===== src/rtl/result_tx_sequencer_pkg.sv =====
// ---------------------------------------------------------------------------
// result_tx_sequencer_pkg
// Shared definitions for the result transmit sequencer:
//   - FSM state encoding (3-bit)
//   - default frame header byte
//   - bytes-per-neuron and frame-length helper functions
// ---------------------------------------------------------------------------
package result_tx_sequencer_pkg;

    typedef enum logic [2:0] {
        ST_IDLE      = 3'd0,
        ST_SETTLE    = 3'd1,
        ST_CAPTURE   = 3'd2,
        ST_LOAD      = 3'd3,
        ST_WAIT_DONE = 3'd4
    } state_t;

    localparam logic [7:0] DEFAULT_HEADER_BYTE = 8'hA5;

    // Bytes needed to carry one neuron output of width dw.
    function automatic int calc_bpw(input int dw);
        return (dw + 7) / 8;
    endfunction

    // Total bytes in one frame: optional header, payload, optional checksum.
    function automatic int calc_frame_len(input int nn, input int dw,
                                          input bit hdr, input bit cks);
        return int'(hdr) + nn * calc_bpw(dw) + int'(cks);
    endfunction

endpackage


===== src/rtl/result_tx_sequencer_snapshot.sv =====
// ---------------------------------------------------------------------------
// result_snapshot
// Capture register for all neuron outputs, each sign-extended to a whole
// number of bytes, plus a combinational byte-select mux.
// Ports:
//   clk, reset      clock, asynchronous active-high reset
//   capture_i       load neuron_out_i into the snapshot this cycle
//   neuron_out_i    flat signed neuron outputs, neuron 0 in the LSBs
//   byte_idx_i      payload byte index (neuron-major, little-endian)
//   byte_o          selected snapshot byte
// ---------------------------------------------------------------------------
module result_snapshot
    import result_tx_sequencer_pkg::*;
#(
    parameter int NUM_NEURONS = 4,
    parameter int DATA_WIDTH  = 8,
    parameter int IDX_W       = 2
) (
    input  logic                              clk,
    input  logic                              reset,
    input  logic                              capture_i,
    input  logic [NUM_NEURONS*DATA_WIDTH-1:0] neuron_out_i,
    input  logic [IDX_W-1:0]                  byte_idx_i,
    output logic [7:0]                        byte_o
);

    localparam int BPW = calc_bpw(DATA_WIDTH);
    localparam int NB  = NUM_NEURONS * BPW;
    localparam int W8  = BPW * 8;

    logic [NB*8-1:0] snap_q;
    logic [NB*8-1:0] snap_d;

    // Signed size cast replicates each neuron's MSB into the padding bits.
    always_comb begin
        snap_d = '0;
        for (int i = 0; i < NUM_NEURONS; i++) begin
            snap_d[i*W8 +: W8] = W8'($signed(neuron_out_i[i*DATA_WIDTH +: DATA_WIDTH]));
        end
    end

    always_ff @(posedge clk or posedge reset) begin
        if (reset) begin
            snap_q <= '0;
        end else if (capture_i) begin
            snap_q <= snap_d;
        end
    end

    // Explicit loop mux keeps every select in range for any NB.
    always_comb begin
        byte_o = 8'h00;
        for (int j = 0; j < NB; j++) begin
            if (byte_idx_i == IDX_W'(j)) begin
                byte_o = snap_q[j*8 +: 8];
            end
        end
    end

endmodule


===== src/rtl/result_tx_sequencer.sv =====
// ---------------------------------------------------------------------------
// result_tx_sequencer
// After each accepted compute-mode byte, waits SETTLE_CYCLES, snapshots all
// neuron outputs and streams them to a UART transmitter as a frame:
//   [HEADER_BYTE] n0.b0 .. n0.b(BPW-1) .. n(N-1).b(BPW-1) [XOR checksum]
// Ports:
//   clk, reset     clock, asynchronous active-high reset
//   result_valid   one-cycle trigger pulse
//   neuron_out     flat signed neuron outputs, neuron 0 in the LSBs
//   tx_active      transmitter busy; holds the next byte back
//   tx_done        one-cycle pulse, current byte fully shifted out
//   clear_overrun  clears the sticky overrun flag
//   tx_start       one-cycle request to send tx_data
//   tx_data        byte to send, stable until its tx_done
//   busy           frame in progress
//   overrun        sticky, a trigger arrived while busy and was dropped
//   frame_count    completed frames, wrapping
// Handshake: in LOAD, tx_start is raised for one cycle only while tx_active
// is low; tx_data is valid in that cycle and held until tx_done, which is
// honoured only in WAIT_DONE.
// ---------------------------------------------------------------------------
module result_tx_sequencer
    import result_tx_sequencer_pkg::*;
#(
    parameter int         NUM_NEURONS   = 4,
    parameter int         DATA_WIDTH    = 8,
    parameter int         SETTLE_CYCLES = 2,
    parameter bit         HEADER_EN     = 1'b1,
    parameter logic [7:0] HEADER_BYTE   = DEFAULT_HEADER_BYTE,
    parameter bit         CHECKSUM_EN   = 1'b1
) (
    input  logic                              clk,
    input  logic                              reset,
    input  logic                              result_valid,
    input  logic [NUM_NEURONS*DATA_WIDTH-1:0] neuron_out,
    input  logic                              tx_active,
    input  logic                              tx_done,
    input  logic                              clear_overrun,
    output logic                              tx_start,
    output logic [7:0]                        tx_data,
    output logic                              busy,
    output logic                              overrun,
    output logic [15:0]                       frame_count
);

    localparam int         NB        = NUM_NEURONS * calc_bpw(DATA_WIDTH);
    localparam int         IDX_W     = (NB > 1) ? $clog2(NB) : 1;
    localparam int         FRAME_LEN = calc_frame_len(NUM_NEURONS, DATA_WIDTH,
                                                      HEADER_EN, CHECKSUM_EN);
    localparam logic [7:0] LAST_IDX  = 8'(FRAME_LEN - 1);

    state_t      state_q, state_d;
    logic [3:0]  cnt_q, cnt_d;
    logic [7:0]  fi_q, fi_d;        // byte index within the frame
    logic [7:0]  csum_q, csum_d;
    logic [7:0]  txd_q, txd_d;
    logic        ovr_q, ovr_d;
    logic [15:0] fcnt_q, fcnt_d;
    logic        capture;
    logic [7:0]  snap_byte;
    logic [7:0]  cur_byte;
    logic [7:0]  data_idx;

    // Payload index skips the header slot when one is present.
    assign data_idx = fi_q - 8'(HEADER_EN);

    result_snapshot #(
        .NUM_NEURONS (NUM_NEURONS),
        .DATA_WIDTH  (DATA_WIDTH),
        .IDX_W       (IDX_W)
    ) u_snapshot (
        .clk          (clk),
        .reset        (reset),
        .capture_i    (capture),
        .neuron_out_i (neuron_out),
        .byte_idx_i   (IDX_W'(data_idx)),
        .byte_o       (snap_byte)
    );

    always_comb begin
        cur_byte = snap_byte;
        if (HEADER_EN && fi_q == 8'd0) begin
            cur_byte = HEADER_BYTE;
        end else if (CHECKSUM_EN && fi_q == LAST_IDX) begin
            cur_byte = csum_q;
        end
    end

    always_comb begin
        state_d  = state_q;
        cnt_d    = cnt_q;
        fi_d     = fi_q;
        csum_d   = csum_q;
        txd_d    = txd_q;
        fcnt_d   = fcnt_q;
        capture  = 1'b0;
        tx_start = 1'b0;
        case (state_q)
            ST_IDLE: begin
                if (result_valid) begin
                    state_d = ST_SETTLE;
                    cnt_d   = 4'd1;
                end
            end
            ST_SETTLE: begin
                if (cnt_q == 4'(SETTLE_CYCLES)) begin
                    state_d = ST_CAPTURE;
                end else begin
                    cnt_d = cnt_q + 4'd1;
                end
            end
            ST_CAPTURE: begin
                capture = 1'b1;
                fi_d    = 8'd0;
                csum_d  = 8'd0;
                state_d = ST_LOAD;
            end
            ST_LOAD: begin
                if (!tx_active) begin
                    tx_start = 1'b1;
                    txd_d    = cur_byte;
                    csum_d   = csum_q ^ cur_byte;
                    state_d  = ST_WAIT_DONE;
                end
            end
            ST_WAIT_DONE: begin
                if (tx_done) begin
                    if (fi_q == LAST_IDX) begin
                        state_d = ST_IDLE;
                        fcnt_d  = fcnt_q + 16'd1;
                    end else begin
                        fi_d    = fi_q + 8'd1;
                        state_d = ST_LOAD;
                    end
                end
            end
            default: state_d = ST_IDLE;
        endcase
    end

    // A dropped trigger takes priority over a simultaneous clear.
    always_comb begin
        ovr_d = ovr_q;
        if (result_valid && state_q != ST_IDLE) begin
            ovr_d = 1'b1;
        end else if (clear_overrun) begin
            ovr_d = 1'b0;
        end
    end

    always_ff @(posedge clk or posedge reset) begin
        if (reset) begin
            state_q <= ST_IDLE;
            cnt_q   <= 4'd0;
            fi_q    <= 8'd0;
            csum_q  <= 8'd0;
            txd_q   <= 8'd0;
            ovr_q   <= 1'b0;
            fcnt_q  <= 16'd0;
        end else begin
            state_q <= state_d;
            cnt_q   <= cnt_d;
            fi_q    <= fi_d;
            csum_q  <= csum_d;
            txd_q   <= txd_d;
            ovr_q   <= ovr_d;
            fcnt_q  <= fcnt_d;
        end
    end

    // The byte is presented in the same cycle as tx_start, then held.
    assign tx_data     = (state_q == ST_LOAD) ? cur_byte : txd_q;
    assign busy        = (state_q != ST_IDLE);
    assign overrun     = ovr_q;
    assign frame_count = fcnt_q;

endmodule

===== config.mk =====
export PLATFORM = sky130hd
export DESIGN_NAME = result_tx_sequencer
export DESIGN_NICKNAME = d
export VERILOG_FILES = /design/src/rtl/result_tx_sequencer_pkg.sv /design/src/rtl/result_tx_sequencer_snapshot.sv /design/src/rtl/result_tx_sequencer.sv
export SDC_FILE = /design/constraint.sdc
export NUM_CORES = 1
export LEC_CHECK = 0
export BUFFER_PORTS_ARGS = -buffer_cell sky130_fd_sc_hd__buf_4
export CAP_MARGIN = 20
export CORE_ASPECT_RATIO = 0.7
export CORE_MARGIN = 10
export CORE_UTILIZATION = 55
export DETAILED_ROUTE_END_ITERATION = 10
export PLACE_DENSITY = 0.8
export SETUP_SLACK_MARGIN = 0.1
export SLEW_MARGIN = 5
export SYNTH_ARGS = -nofsm -noshare
export SYNTH_HDL_FRONTEND = slang
export SYNTH_SLANG_ARGS = --single-unit

===== constraint.sdc =====
create_clock -name clk -period 3 [get_ports clk]
set_input_delay 0 -clock clk [delete_from_list [all_inputs] [get_ports clk]]
set_output_delay 0 -clock clk [all_outputs]
set_load 0.02 [all_outputs]

==> flow_metrics.env <==
export IMPL_netlist_instances=423
export IMPL_p_leak_nw=2.51
export IMPL_nets=566
export IMPL_synthFlopType="dfrtp_1"
export IMPL_initial_utilization=0.576
export IMPL_drv_slew=0
export IMPL_max_clock_freq_mhz=381
export IMPL_ant_nets=0
export IMPL_fp_dieH_microns=90.8
export IMPL_grt_pass1_wl_mm=16.2
export IMPL_r2r_slack_ns=0.60
export IMPL_synth_top_area_frac=0.508
export IMPL_cts_path_max_buffers=2
export IMPL_cp_cell_sequence="inv_1 -> ha_1 -> nand2b_1 -> o22ai_1 -> o21ai_0 -> o21ai_0 -> o21ai_0 -> buf_4"
export IMPL_fp_dieArea_sq_um=11000
export IMPL_place_inst=566
export IMPL_syn_to_final_growth_pct=28.7
export IMPL_grt_max_degree=39
export IMPL_clock_latency_ns=0.36
export IMPL_synth_top_cells_by_area="dfrtp_1 (51%), nand2_1 (12%), o21ai_0 (3.7%), xnor2_1 (2.9%), ha_1 (2.9%)"
export IMPL_cts_max_level=3
export IMPL_cp_common_cell="o21ai_0"
export IMPL_critical_path_reg2reg_endpoint="txd_q[4]"
export IMPL_synth_distinct_cells=47
export IMPL_grt_use_total=0.178
export IMPL_avgSynthCellArea_sq_um=9.32
export IMPL_max_slew_margin=0.423
export IMPL_synth_top_area_cell="dfrtp_1"
export IMPL_holdCritPathClass="in2reg"
export IMPL_fin_tns_setup_ns=0
export IMPL_p_per_area_nw_per_um2=810
export IMPL_path_clk_slew_ns=0.08
export IMPL_status="finished, final reports clean"
export IMPL_max_vdd_ir_drop_mv=0.438
export IMPL_critPathMaxFanout=11
export IMPL_drt_initial_drc_count=343
export IMPL_grt_pass1_vias=3386
export IMPL_postLayoutCellArea_sq_um=5070
export IMPL_synth_seq_cells=80
export IMPL_cts_root_buf="clkbuf_8"
export IMPL_fin_ws_ns=0.376
export IMPL_critPathLaunchType="flip-flop"
export IMPL_finalWirelength_mm=9.66
export IMPL_die_width_microns=121
export IMPL_path_class="reg2out"
export IMPL_gp_congestion=0.888
export IMPL_final_common_cell="nand2_1"
export IMPL_grt_overflow=0
export IMPL_io_buffers=64
export IMPL_cp_endpoint="tx_data[5]"
export IMPL_rsz0062_at_grt="false"
export IMPL_drc=0
export IMPL_dp_final_hpwl_mm=6.69
export IMPL_reg2reg_depth=7
export IMPL_skew_ns=0.00752
export IMPL_fin_crit_sh=0.875
export IMPL_slowest_delay_ns=0.50
export IMPL_antenna_found_initial=0
export IMPL_r2r_start="fi_q[0]"
export IMPL_finalSetupViolCount=0
export IMPL_diodes=0
export IMPL_clock_sinks=80
export IMPL_place_ws_ns=0.621
export IMPL_vias=3413
export IMPL_layout_min_cycle_time_ns=2.62
export IMPL_numCtsBuffers=9
export IMPL_design_core_area_sq_um=6850
export IMPL_critPathArrivalTime_ns=2.62
export IMPL_tightest_slew_ns=0.866
export IMPL_ys_warn_count=0
export IMPL_required_ns=3.00
export IMPL_tritoncts="yes"
export IMPL_ys_seq_area_frac=0.508
export IMPL_place_area_sq_um=4500
export IMPL_cp_end_kind="output pin"
export IMPL_synth_nets=470
export IMPL_fin_cells=618
export IMPL_async_reset_ff_frac=1.00
export IMPL_drive_gt1_frac=0.193
export IMPL_finish_utilization=0.741
export IMPL_ios=65
export IMPL_crit_slowest_cell="dfrtp_1"
export IMPL_synth_edff_count=0
export IMPL_startpoint="fi_q[0]"
export IMPL_cap_viol_max_count=0
export IMPL_drt_pass1_iterations=5
export IMPL_most_common_layout_cells="nand2_1 (126), dfrtp_1 (80), buf_4 (70)"
export IMPL_synth_area_sq_um=3940
export IMPL_num_rows=25
export IMPL_finalHoldViolCount=0
export IMPL_wl_per_cell_microns=15.6
export IMPL_num_fill_cells=488
export IMPL_vias_per_cell=5.52
==> metrics by stage <==
step                hold slack (ns)  total power, mW
floorplan                    0.0840             2.74
global placement              0.185             3.16
detailed placement            0.190             3.23
CTS                          0.0203             4.10
global route                 0.0744             4.41
finish                       0.0319             4.11
==> how the worst min path moves through the flow <==
stage                   from          to  slack [ns]  cells past startpoint
5_1_grt            tx_active  state_q[0]        0.07                      4
4_1_cts            tx_active  state_q[0]        0.02                      4
3_5_place_dp   clear_overrun     overrun        0.19                      2
6_report           tx_active  state_q[0]        0.03                      4
2_1_floorplan        tx_done  state_q[2]        0.08                      1
3_3_place_gp   clear_overrun     overrun        0.18                      2
==> kinds of logic (layout without fill, tap and decap cells) <==
kind of cell,count (synthesis),in the layout,synth area share
AO/OA/AOI/OAI,75,75,0.123
XOR/XNOR,19,19,0.0422
adder cells (fa/ha/maj),9,9,0.0286
buffers and inverters,35,136,0.0362
flip-flops,80,80,0.508
multiplexers,9,9,0.0232
AND/OR/NAND/NOR,196,196,0.240
==> cell type report <==
class | instances | area [sq um] | share of cell area
Inverter | 14 | 52.6 | 0.0104
Clock buffer | 10 | 138 | 0.0271
Tap cell | 94 | 118 | 0.0232
Timing Repair Buffer | 106 | 886 | 0.175
Sequential cell | 80 | 2000 | 0.395
Multi-Input combinational cell | 308 | 1810 | 0.357
Clock inverter | 6 | 67.6 | 0.0133
==> cells in the mapped netlist, drive strengths merged (9+ instances only) <==
cell type    n
nand3       11
xnor2       13
o21ai       29
a21oi       10
clkbuf      16
nand2      126
dfrtp       80
inv         14
ha           9
nor2         9
==> report_power, final <==
group / switching (mW) / total [mW] / leakage [nW] / internal [mW]
clock network: 0.413 / 0.823 / 0.0989 / 0.410
registers: 0.284 / 1.71 / 1.03 / 1.43
logic: 0.902 / 1.57 / 1.38 / 0.670
==> worst max-delay path: cells and delay by family, from the launching register on <==
kind | cells | cell delay, ns
flip-flops | 1 | 0.50
adder cells (fa/ha/maj) | 1 | 0.40
AO/OA/AOI/OAI | 4 | 0.80
buffers and inverters | 2 | 0.33
AND/OR/NAND/NOR | 1 | 0.23
==> routing by layer <==
layer | vias up | share of wire | track usage | routed length [microns]
met5 | - | 0 | 0 | 0
met3 | 19 | 0.056 | 0.0487 | 542
li1 | 1645 | - | - | -
met1 | 1640 | 0.44 | 0.221 | 4260
met4 | 0 | 0.022 | 0.0653 | 214
met2 | 109 | 0.48 | 0.288 | 4640
==> what timing repair did <==
item / 4_1_cts / 5_1_grt
buffers inserted: 0 / 0
endpoints found under the hold margin: 70 / 0
hold buffers: 36 / 0
endpoints found under the setup margin: 0 / 3
gates resized for setup: 0 / 2
==> flip-flops by register name, indices dropped and copies added, names as in the netlist <==
name / cells
cnt_q: 4
csum_q: 8
fi_q: 8
frame_count: 16
overrun: 1
state_q: 3
txd_q: 8
u_snapshot.snap_q: 32
Note: power is estimated with default switching activity, not from simulation.
